## src/rtl/dcache_inv_queue.sv

```systemverilog
// rtl/dcache_inv_queue.sv - dcache external (snoop) invalidation queue
//
// Buffers bus-snoop line invalidations in a DEPTH-entry circular FIFO and
// presents them one at a time to the dcache tag banks.
//
// Ports:
//   clk, rst              clock, synchronous active-high reset
//   inv_req, inv_req_addr incoming invalidation request and its byte address
//   extern_inv, inv_addr  presented invalidation and its line address
//   extern_inv_complete   tag banks finished the presented invalidation
//   inv_full, inv_count   occupancy status
//   inv_overflow          sticky: a non-duplicate request was lost
module dcache_inv_queue #(
  parameter int DEPTH    = 4,
  parameter int LINE_LSB = 4
) (
  input  logic                     clk,
  input  logic                     rst,
  input  logic                     inv_req,
  input  logic [31:0]              inv_req_addr,
  output logic                     extern_inv,
  output logic [31:0]              inv_addr,
  input  logic                     extern_inv_complete,
  output logic                     inv_full,
  output logic [$clog2(DEPTH):0]   inv_count,
  output logic                     inv_overflow
);

  localparam int PTR_W = $clog2(DEPTH);
  localparam int CNT_W = PTR_W + 1;
  localparam int TAG_W = 32 - LINE_LSB;

  logic [TAG_W-1:0] mem [DEPTH];
  logic [PTR_W-1:0] head;
  logic [PTR_W-1:0] tail;
  logic [CNT_W-1:0] count;
  logic             overflow_q;

  logic [TAG_W-1:0] req_line;
  logic             pop;
  logic             push;
  logic             dup;
  logic             full;
  logic             unused_low_bits;

  assign req_line        = inv_req_addr[31:LINE_LSB];
  assign unused_low_bits = ^inv_req_addr[LINE_LSB-1:0];

  assign full = (count == CNT_W'(DEPTH));
  // A completion with nothing presented is ignored.
  assign pop  = (count != '0) && extern_inv_complete;

  // Compare against every occupied slot, walking from head. The head is
  // excluded when it retires this cycle, so a fresh snoop to that same line
  // is queued again rather than lost.
  always_comb begin
    dup = 1'b0;
    for (int i = 0; i < DEPTH; i++) begin
      if ((CNT_W'(i) < count) && !(pop && (i == 0)) &&
          (mem[head + PTR_W'(i)] == req_line)) begin
        dup = 1'b1;
      end
    end
  end

  assign push = inv_req && !dup && (!full || pop);

  always_ff @(posedge clk) begin
    if (rst) begin
      head       <= '0;
      tail       <= '0;
      count      <= '0;
      overflow_q <= 1'b0;
    end else begin
      if (push) tail <= tail + PTR_W'(1);
      if (pop)  head <= head + PTR_W'(1);
      if (push && !pop)      count <= count + CNT_W'(1);
      else if (pop && !push) count <= count - CNT_W'(1);
      if (inv_req && !dup && full && !pop) overflow_q <= 1'b1;
    end
  end

  // Entry storage carries no reset; validity comes from count alone.
  always_ff @(posedge clk) begin
    if (push) mem[tail] <= req_line;
  end

  assign extern_inv   = (count != '0);
  assign inv_addr     = {mem[head], {LINE_LSB{1'b0}}};
  assign inv_full     = full;
  assign inv_count    = count;
  assign inv_overflow = overflow_q;

endmodule

```

## config.mk

```make
export PLATFORM = sky130hd
export DESIGN_NAME = dcache_inv_queue
export DESIGN_NICKNAME = d
export VERILOG_FILES = /design/src/rtl/dcache_inv_queue.sv
export SDC_FILE = /design/constraint.sdc
export NUM_CORES = 1
export LEC_CHECK = 0
export BUFFER_PORTS_ARGS = -buffer_cell sky130_fd_sc_hd__buf_4
export CORE_MARGIN = 1.5
export CORE_UTILIZATION = 62
export CTS_BUF_LIST = sky130_fd_sc_hd__clkbuf_4
export CTS_CLUSTER_DIAMETER = 40
export DETAILED_ROUTE_END_ITERATION = 10
export PLACE_DENSITY = 0.88
export SYNTH_ARGS = -nofsm -noshare
export SYNTH_HDL_FRONTEND = slang
export SYNTH_SLANG_ARGS = --single-unit
```

## constraint.sdc

```tcl
create_clock -name clk -period 4.42 [get_ports clk]
set_input_delay 0.663 -clock clk [delete_from_list [all_inputs] [get_ports clk]]
set_output_delay 0.663 -clock clk [all_outputs]
set_load 0.1 [all_outputs]
```

== Yosys cells after proc, flatten, opt, wreduce, memory -nomap -nowiden ==
Memory sizes are Yosys's and may differ from the RTL's. A register that Yosys moved wholly into a read port is not among the register bits.
Cells that the tools add are included.

* Logic and storage cells: 49
* RAM bits: 112
* Bits of input ports: 36
* Memories: 1
* Output and inout port bits: 38
* Register bits: 8

{| class="wikitable"
|+ Memory list
! memory !! depth !! bits a word !! rd ports !! clocked after memory_dff !! write ports !! line !! source
|-
| mem || 4 || 28 || 4 || 1 || 1 || 33 || <nowiki>logic [TAG_W-1:0] mem [DEPTH];</nowiki>
|}

* Multiplexer cells: 10
* Add/subtract/negate cells: 6
* Order comparisons: 4
* Equal/unequal tests: 5
* Reduce and logical (&&, ||, !) cells: 19

{| class="wikitable"
|+ Operators with widths
! operator !! count
|-
| 28-bit equality test || 4
|-
| 1-bit logical AND || 12
|-
| 1-bit by 3-bit < comparator with 1-bit output (first input constant) || 2
|-
| 2-bit by 3-bit < comparator with 1-bit output (first input constant) || 2
|-
| 1-bit two-way mux || 6
|-
| 3-bit two-way mux || 2
|-
| 2-bit by 1-bit adder with 2-bit output (second input constant) || 2
|-
| 2-bit adder (second input constant) || 2
|-
| 1-bit zero test || 4
|-
| 2-bit two-way mux || 2
|-
| 3-bit by 1-bit adder with 3-bit output (second input constant) || 1
|-
| 3-bit equality test (second input constant) || 1
|-
| 3-bit nonzero test || 1
|-
| 3-bit by 1-bit subtractor with 3-bit output (second input constant) || 1
|-
| 2-bit nonzero test || 1
|-
| 1-bit logical OR || 1
|}

== Depth between registers and ports, before layout ==
* Depth in word-level cells: 16
* Depth in mapped cells: 17
* Gate-level depth less buffers: 14

== Worst setup path after synthesis ==
Ideal clock, no wire load.

* Path type: reg2reg
* Start point: reg count[0] (netlist: inv_count[0])
* End point: mem mem[0][0] (netlist bit), enable pin
* Path slack: 0.236 ns
* Required time: 4.033 ns
* Buffers on the path: 0
* Library setup time: 0.387 ns
* Cell stages (with the launch flop): 11
* Clock period less this slack: 4.184 ns
* Data arrival time: 3.797 ns
* Cells stage by stage: dfxtp_1 -> inv_1 -> ha_1 -> nand2b_1 -> nand2_1 -> o311ai_0 -> nor4_1 -> nand4_1 -> o41ai_4 -> nor2_2 -> and2_1

* Word-level cells in the longest chain between the ends: 14
* Elaborated cells between the ends (all ways): 24
* Those cells by class: order compare: 4; eq/ne: 1; mux: 6; reduce/logical: 13

{| class="wikitable"
|+ RTL lines
! item !! line !! source
|-
| start, declared || 36 || <nowiki>logic [CNT_W-1:0] count;</nowiki>
|-
| start signal, assigned || 77 || <nowiki>if (push && !pop) count <= count + CNT_W'(1);</nowiki>
|-
| start signal, assigned || 78 || <nowiki>else if (pop && !push) count <= count - CNT_W'(1);</nowiki>
|-
| 3-bit nonzero test * || - ||
|-
| named net extern_inv || 21 || <nowiki>output logic extern_inv,</nowiki>
|-
| 1-bit logical AND * || 51 || <nowiki>assign pop = (count != '0) && extern_inv_complete;</nowiki>
|-
| 1-bit zero test || 59 || <nowiki>if ((CNT_W'(i) < count) && !(pop && (i == 0)) &&</nowiki>
|-
| 1-bit logical AND (2 in a row) || 59 ||
|-
| 1-bit two-way mux (4 in a row) || 59 ||
|-
| 1-bit zero test || 66 || <nowiki>assign push = inv_req && !dup && (!full || pop);</nowiki>
|-
| 1-bit logical AND || 66 ||
|-
| 1-bit logical AND * || 66 ||
|-
| named net push || 41 || <nowiki>logic push;</nowiki>
|-
| 1-bit two-way mux * || 85 || <nowiki>if (push) mem[tail] <= req_line;</nowiki>
|-
| 1-bit two-way mux (implied by the code) * || 85 ||
|-
| end, declared || 33 ||
|}

The timed path passes the listed nets; every way through them passes the cells marked *.

== Final worst setup path ==
* Start point: reg head[0]
* End point: reg count[2] (netlist: inv_count[2])

* Word-level cells in the longest chain between the ends: 13
* Elaborated cells between the ends (all ways): 21
* Those cells by class: add/sub: 3; eq/ne: 3; mux: 4; reduce/logical: 10; memory: 1

{| class="wikitable"
|+ RTL lines
! item !! line !! source
|-
| start, declared || 34 || <nowiki>logic [PTR_W-1:0] head;</nowiki>
|-
| start signal, assigned || 76 || <nowiki>if (pop) head <= head + PTR_W'(1);</nowiki>
|-
| 2-bit by 1-bit adder with 2-bit output || 60 || <nowiki>(mem[head + PTR_W'(i)] == req_line)) begin</nowiki>
|-
| memory 4 x 28 bit * || - ||
|-
| 28-bit equality test || 60 ||
|-
| 1-bit logical AND || 59 ||
|-
| 1-bit two-way mux (2 in a row) || 59 ||
|-
| 1-bit two-way mux * || 59 ||
|-
| 1-bit zero test * || 66 ||
|-
| 1-bit logical AND * (2 in a row) || 66 ||
|-
| named net push || 41 ||
|-
| 1-bit zero test || 78 ||
|-
| 1-bit logical AND || 78 ||
|-
| 2-bit nonzero test (no line) || - ||
|}

Marks and branches as above.
A chain may end at the register's enable or synchronous reset.

==> impl_results.html <==
<table>
<tr><th>Metric</th><th>Value</th></tr>
<tr><th colspan="2">Run status</th></tr>
<tr><td>Run status</td><td>finished clean</td></tr>
<tr><th colspan="2">STA</th></tr>
<tr><td>Tightest Pin Transition</td><td>0.888 ns</td></tr>
<tr><td>Upper clock frequency limit</td><td>253 MHz</td></tr>
<tr><td>Final clock skew</td><td>roughly 0.018 ns</td></tr>
<tr><td>Unrepaired setup endpoints after global routing</td><td>no</td></tr>
<tr><td>Final Hold Fails</td><td>0</td></tr>
<tr><td>Slew margin rel.</td><td>40.7%</td></tr>
<tr><td>Final-report max-slew violation count</td><td>0</td></tr>
<tr><td>Setup Total Neg Slack</td><td>0 ns</td></tr>
<tr><td># setup viols final</td><td>0</td></tr>
<tr><td>Final critical-path share of the clock period</td><td>around 90%</td></tr>
<tr><td>Final critical-path required period</td><td>between 3 and 4 ns</td></tr>
<tr><th colspan="2">GRT</th></tr>
<tr><td>Sum of overflow across all layers after global routing</td><td>0</td></tr>
<tr><td>Number of antenna violations at the first check in global routing</td><td>1</td></tr>
<tr><td>Met1 global-route usage</td><td>43.2%</td></tr>
<tr><td>Number of global-route vias before repair</td><td>between 5000 and 6000</td></tr>
<tr><td>GR met2 Demand/Resource</td><td>46.8%</td></tr>
<tr><td>Global-route track usage on met3</td><td>under 10%</td></tr>
<tr><td>Pin count of the biggest net entering global routing</td><td>43</td></tr>
<tr><td>Global-route usage over all layers</td><td>a little under a third</td></tr>
<tr><td>Most congested layer reported by global routing</td><td>met2</td></tr>
<tr><td>Wire length of the first global-routing pass</td><td>31700 um</td></tr>
<tr><th colspan="2">Power</th></tr>
<tr><td>Power per cell area</td><td>roughly 640 nW/um2</td></tr>
<tr><td>Total leakage power</td><td>2.96 nW</td></tr>
<tr><td>VDD IR max</td><td>roughly 0.00041 V</td></tr>
<tr><th colspan="2">Clock network</th></tr>
<tr><td>Latest clock arrival within the worst-skew pair</td><td>~0.55 ns</td></tr>
<tr><td>Cts bufs inserted</td><td>17</td></tr>
<tr><td>Sinks on Clock Net</td><td>122</td></tr>
<tr><td>CTS tree</td><td>done</td></tr>
<tr><td>Maximum level of the CTS H-tree</td><td>4</td></tr>
<tr><td>Resize count post-CTS</td><td>0</td></tr>
<tr><td>CTS root buffer</td><td>sky130_fd_sc_hd__clkbuf_4</td></tr>
<tr><td>Number of buffers added to fix hold violations after cts</td><td>0</td></tr>
<tr><td>Buffers inserted by post-CTS timing repair</td><td>0</td></tr>
<tr><td>Clock-pin slew on the worst setup and hold paths</td><td>0.10 ns</td></tr>
<tr><td>Longest Clk Path Bufs</td><td>2</td></tr>
<tr><th colspan="2">Floorplanning</th></tr>
<tr><td>Vertical die dimension</td><td>between 100 and 150 um</td></tr>
<tr><td>Number of top-level pins</td><td>74</td></tr>
<tr><td>Die width</td><td>between 100 and 150 um</td></tr>
<tr><td>CORE AREA</td><td>around 13000 um2</td></tr>
<tr><td>Starting utilization of the core area</td><td>63.1%</td></tr>
<tr><td>Row count</td><td>42</td></tr>
<tr><td>Area of the die</td><td>between 10000 and 15000 um2</td></tr>
<tr><th colspan="2">Final layout</th></tr>
<tr><td>Count of nets after finishing</td><td>between 600 and 700</td></tr>
<tr><td>Layout cells sized above 1</td><td>approximately a third</td></tr>
<tr><td>Sequential standard cell area</td><td>between 3000 and 4000 um2</td></tr>
<tr><td>Final design instance area without fill</td><td>between 9000 and 10000 um2</td></tr>
<tr><td>Top library cells by usage in the layout, fill and taps aside</td><td>sky130_fd_sc_hd__edfxtp_1, sky130_fd_sc_hd__mux4_2, sky130_fd_sc_hd__buf_4, sky130_fd_sc_hd__xnor2_1, sky130_fd_sc_hd__mux2i_1</td></tr>
<tr><td>Area of combinational cells with multiple inputs</td><td>between 4000 and 5000 um2</td></tr>
<tr><td>Fill count</td><td>857</td></tr>
<tr><td>Leading cell type in the layout, fill and taps excluded</td><td>sky130_fd_sc_hd__edfxtp_1</td></tr>
<tr><td>Area growth from synthesis to layout</td><td>10.5%</td></tr>
<tr><th colspan="2">Synth</th></tr>
<tr><td>Count of synthesis-stage warnings from yosys</td><td>0</td></tr>
<tr><td>Total standard cell area after synthesis</td><td>just over 8000 um2</td></tr>
<tr><td>Synthesized netlist cell count</td><td>~560</td></tr>
<tr><td>Average footprint of a synthesized cell</td><td>around 15 um2</td></tr>
<tr><td>Register bit count reported by yosys</td><td>122</td></tr>
<tr><td>Number of library cell types mapped by synthesis</td><td>54</td></tr>
<tr><td>Number of flops mapped to enable cells by yosys</td><td>around 110</td></tr>
<tr><td>Ys async rst share</td><td>0%</td></tr>
<tr><td>Most used DFF post-synth</td><td>sky130_fd_sc_hd__edfxtp_1</td></tr>
<tr><td>Sequential cell area fraction in the yosys report</td><td>between 40% and 50%</td></tr>
<tr><th colspan="2">Worst setup path</th></tr>
<tr><td>Maximum fanout encountered on the critical timing path</td><td>20</td></tr>
<tr><td>Data required time at the worst endpoint</td><td>4.91 ns</td></tr>
<tr><td>Category of the worst setup path launch point</td><td>flop</td></tr>
<tr><td>Launch point of the worst reg-to-reg path</td><td>head[0]</td></tr>
<tr><td>Start point of the critical path</td><td>head[0]</td></tr>
<tr><td>Setup crit end kind</td><td>flop</td></tr>
<tr><td>Number of cells on the worst reg-to-reg path</td><td>11</td></tr>
<tr><td>Worst R2R Setup Slack</td><td>0.46 ns</td></tr>
<tr><td>Data arrival time of the critical path</td><td>about 4.5 ns</td></tr>
<tr><td>Capturing point of the worst reg2reg path</td><td>inv_count[2]</td></tr>
<tr><td>Start-to-end type of the worst setup path</td><td>flop to flop</td></tr>
<tr><th colspan="2">Detailed routing</th></tr>
<tr><td>Via Count</td><td>about 5600</td></tr>
<tr><td>Detailed Routing Iterations Pass 1</td><td>5</td></tr>
<tr><td>Residual DRC</td><td>0</td></tr>
<tr><td>WL/cell</td><td>25.4 um</td></tr>
<tr><td>Aggregate routed wire length</td><td>slightly above 20000 um</td></tr>
<tr><td>Detailed-route vias per instance</td><td>a little under 7</td></tr>
<tr><td>Initial DRC count</td><td>roughly 810</td></tr>
<tr><td>Remaining antenna violation count</td><td>0</td></tr>
<tr><th colspan="2">Hold path</th></tr>
<tr><td>Worst hold path startpoint</td><td>rst</td></tr>
<tr><td>Hold/Removal Path Class</td><td>input pin to flop</td></tr>
<tr><td>Number of instances on the worst hold path</td><td>2</td></tr>
<tr><td>Sink of the worst hold path</td><td>inv_count[2]</td></tr>
<tr><th colspan="2">Run</th></tr>
<tr><td>Max cap viols</td><td>0</td></tr>
<tr><th colspan="2">Place</th></tr>
<tr><td>HPWL after detailed placement</td><td>around 14000 um</td></tr>
<tr><td>Count of port buffers added during placement</td><td>65</td></tr>
<tr><td>Cell area after placement</td><td>between 8000 and 9000 um2</td></tr>
<tr><td>Placer Congestion</td><td>between 0.9 and 1</td></tr>
</table>
==> metal layers <==
metal	vias up	share of wire (%)
li1	2344	-
met1	2808	39
met2	361	49
met3	56	9.8
met4	0	3.1
met5	-	0
==> area by class of cell <==
class,instances,share of cell area (%)
Antenna cell,1,0.0273
Clock buffer,20,1.64
Timing Repair Buffer,84,7.16
Inverter,9,0.369
Tap cell,176,2.41
Clock inverter,12,1.44
Sequential cell,122,39.0
Multi-Input combinational cell,379,47.9
==> cells in the mapped netlist (all sizes together), types with 6 or more instances <==
cell | count | area (um2)
o21ai | 6 | 30.0
nor2 | 13 | 51.3
mux4 | 91 | 2060
and2 | 7 | 43.8
inv | 9 | 33.8
xnor2 | 77 | 674
nand4 | 18 | 113
mux2i | 40 | 417
edfxtp | 112 | 3360
a21oi | 9 | 45.0
xor2 | 34 | 298
buf | 32 | 243
dfxtp | 10 | 200
nor4 | 8 | 50.1
clkbuf | 17 | 68.8
ha | 9 | 113
==> through the flow <==
| stage | total power (W) | std cells | hold WS [ns] | utilization, % | setup WS [ns] |
|---|---|---|---|---|---|
| floorplan | 0.00435 | 559 | 0.487 | - | 0.236 |
| global placement | 0.00495 | 770 | 0.454 | 67.5 | 0.646 |
| detailed placement | 0.00501 | 770 | 0.463 | 67.5 | 0.536 |
| CTS | 0.00582 | 802 | 0.320 | 69.7 | 0.488 |
| global route | 0.00604 | 803 | 0.321 | 69.7 | 0.272 |
| finish | 0.00583 | 803 | 0.347 | 69.7 | 0.463 |
==> worst max-delay path by stage <==
stage / to / slack, ns / cells past startpoint
global placement: inv_count[2] / 0.65 / 11
detailed placement: inv_count[2] / 0.54 / 11
floorplan: mem[0][0] / 0.24 / 10
CTS: inv_count[2] / 0.49 / 11
finish: inv_count[2] / 0.46 / 11
global route: inv_count[2] / 0.27 / 11
==> critical path: stages, from the launching register on <==
cell	delay (ns)
sky130_fd_sc_hd__dfxtp_4	0.60
sky130_fd_sc_hd__buf_4	0.35
sky130_fd_sc_hd__mux2i_1	0.33
sky130_fd_sc_hd__mux2i_1	0.15
sky130_fd_sc_hd__xnor2_1	0.19
sky130_fd_sc_hd__nand4_1	0.15
sky130_fd_sc_hd__or4_4	0.58
sky130_fd_sc_hd__o41ai_4	0.49
sky130_fd_sc_hd__nor2_2	0.15
sky130_fd_sc_hd__ha_1	0.39
sky130_fd_sc_hd__or3_1	0.37
sky130_fd_sc_hd__a21oi_1	0.13
==> sequential cells by signal (all words and copies together), names as in the netlist, named ones only <==
signal        flops
head              2
inv_overflow      1
inv_count         3
mem             112
tail              2
==> power breakdown <==
| part | leakage (nW) | switching [W] | internal (W) |
|---|---|---|---|
| Sequential | 1.11 | 0.000199 | 0.00137 |
| Combinational | 1.69 | 0.00217 | 0.00128 |
| Clock | 0.163 | 0.000414 | 0.000399 |
==> cells by family (layout without fill, tap and decap cells) <==
| family | Yosys count | after routing | share of synthesized area [%] |
|---|---|---|---|
| compound gates | 49 | 49 | 4.42 |
| xor+xnor | 111 | 111 | 11.7 |
| fa+ha+maj | 9 | 9 | 1.36 |
| buf+inv | 58 | 125 | 4.17 |
| flops | 122 | 122 | 43.0 |
| mux | 134 | 134 | 30.3 |
| other cells | 1 | 5 | 0.0453 |
| simple gates | 72 | 72 | 4.92 |
(Power assumes the default switching activity.)
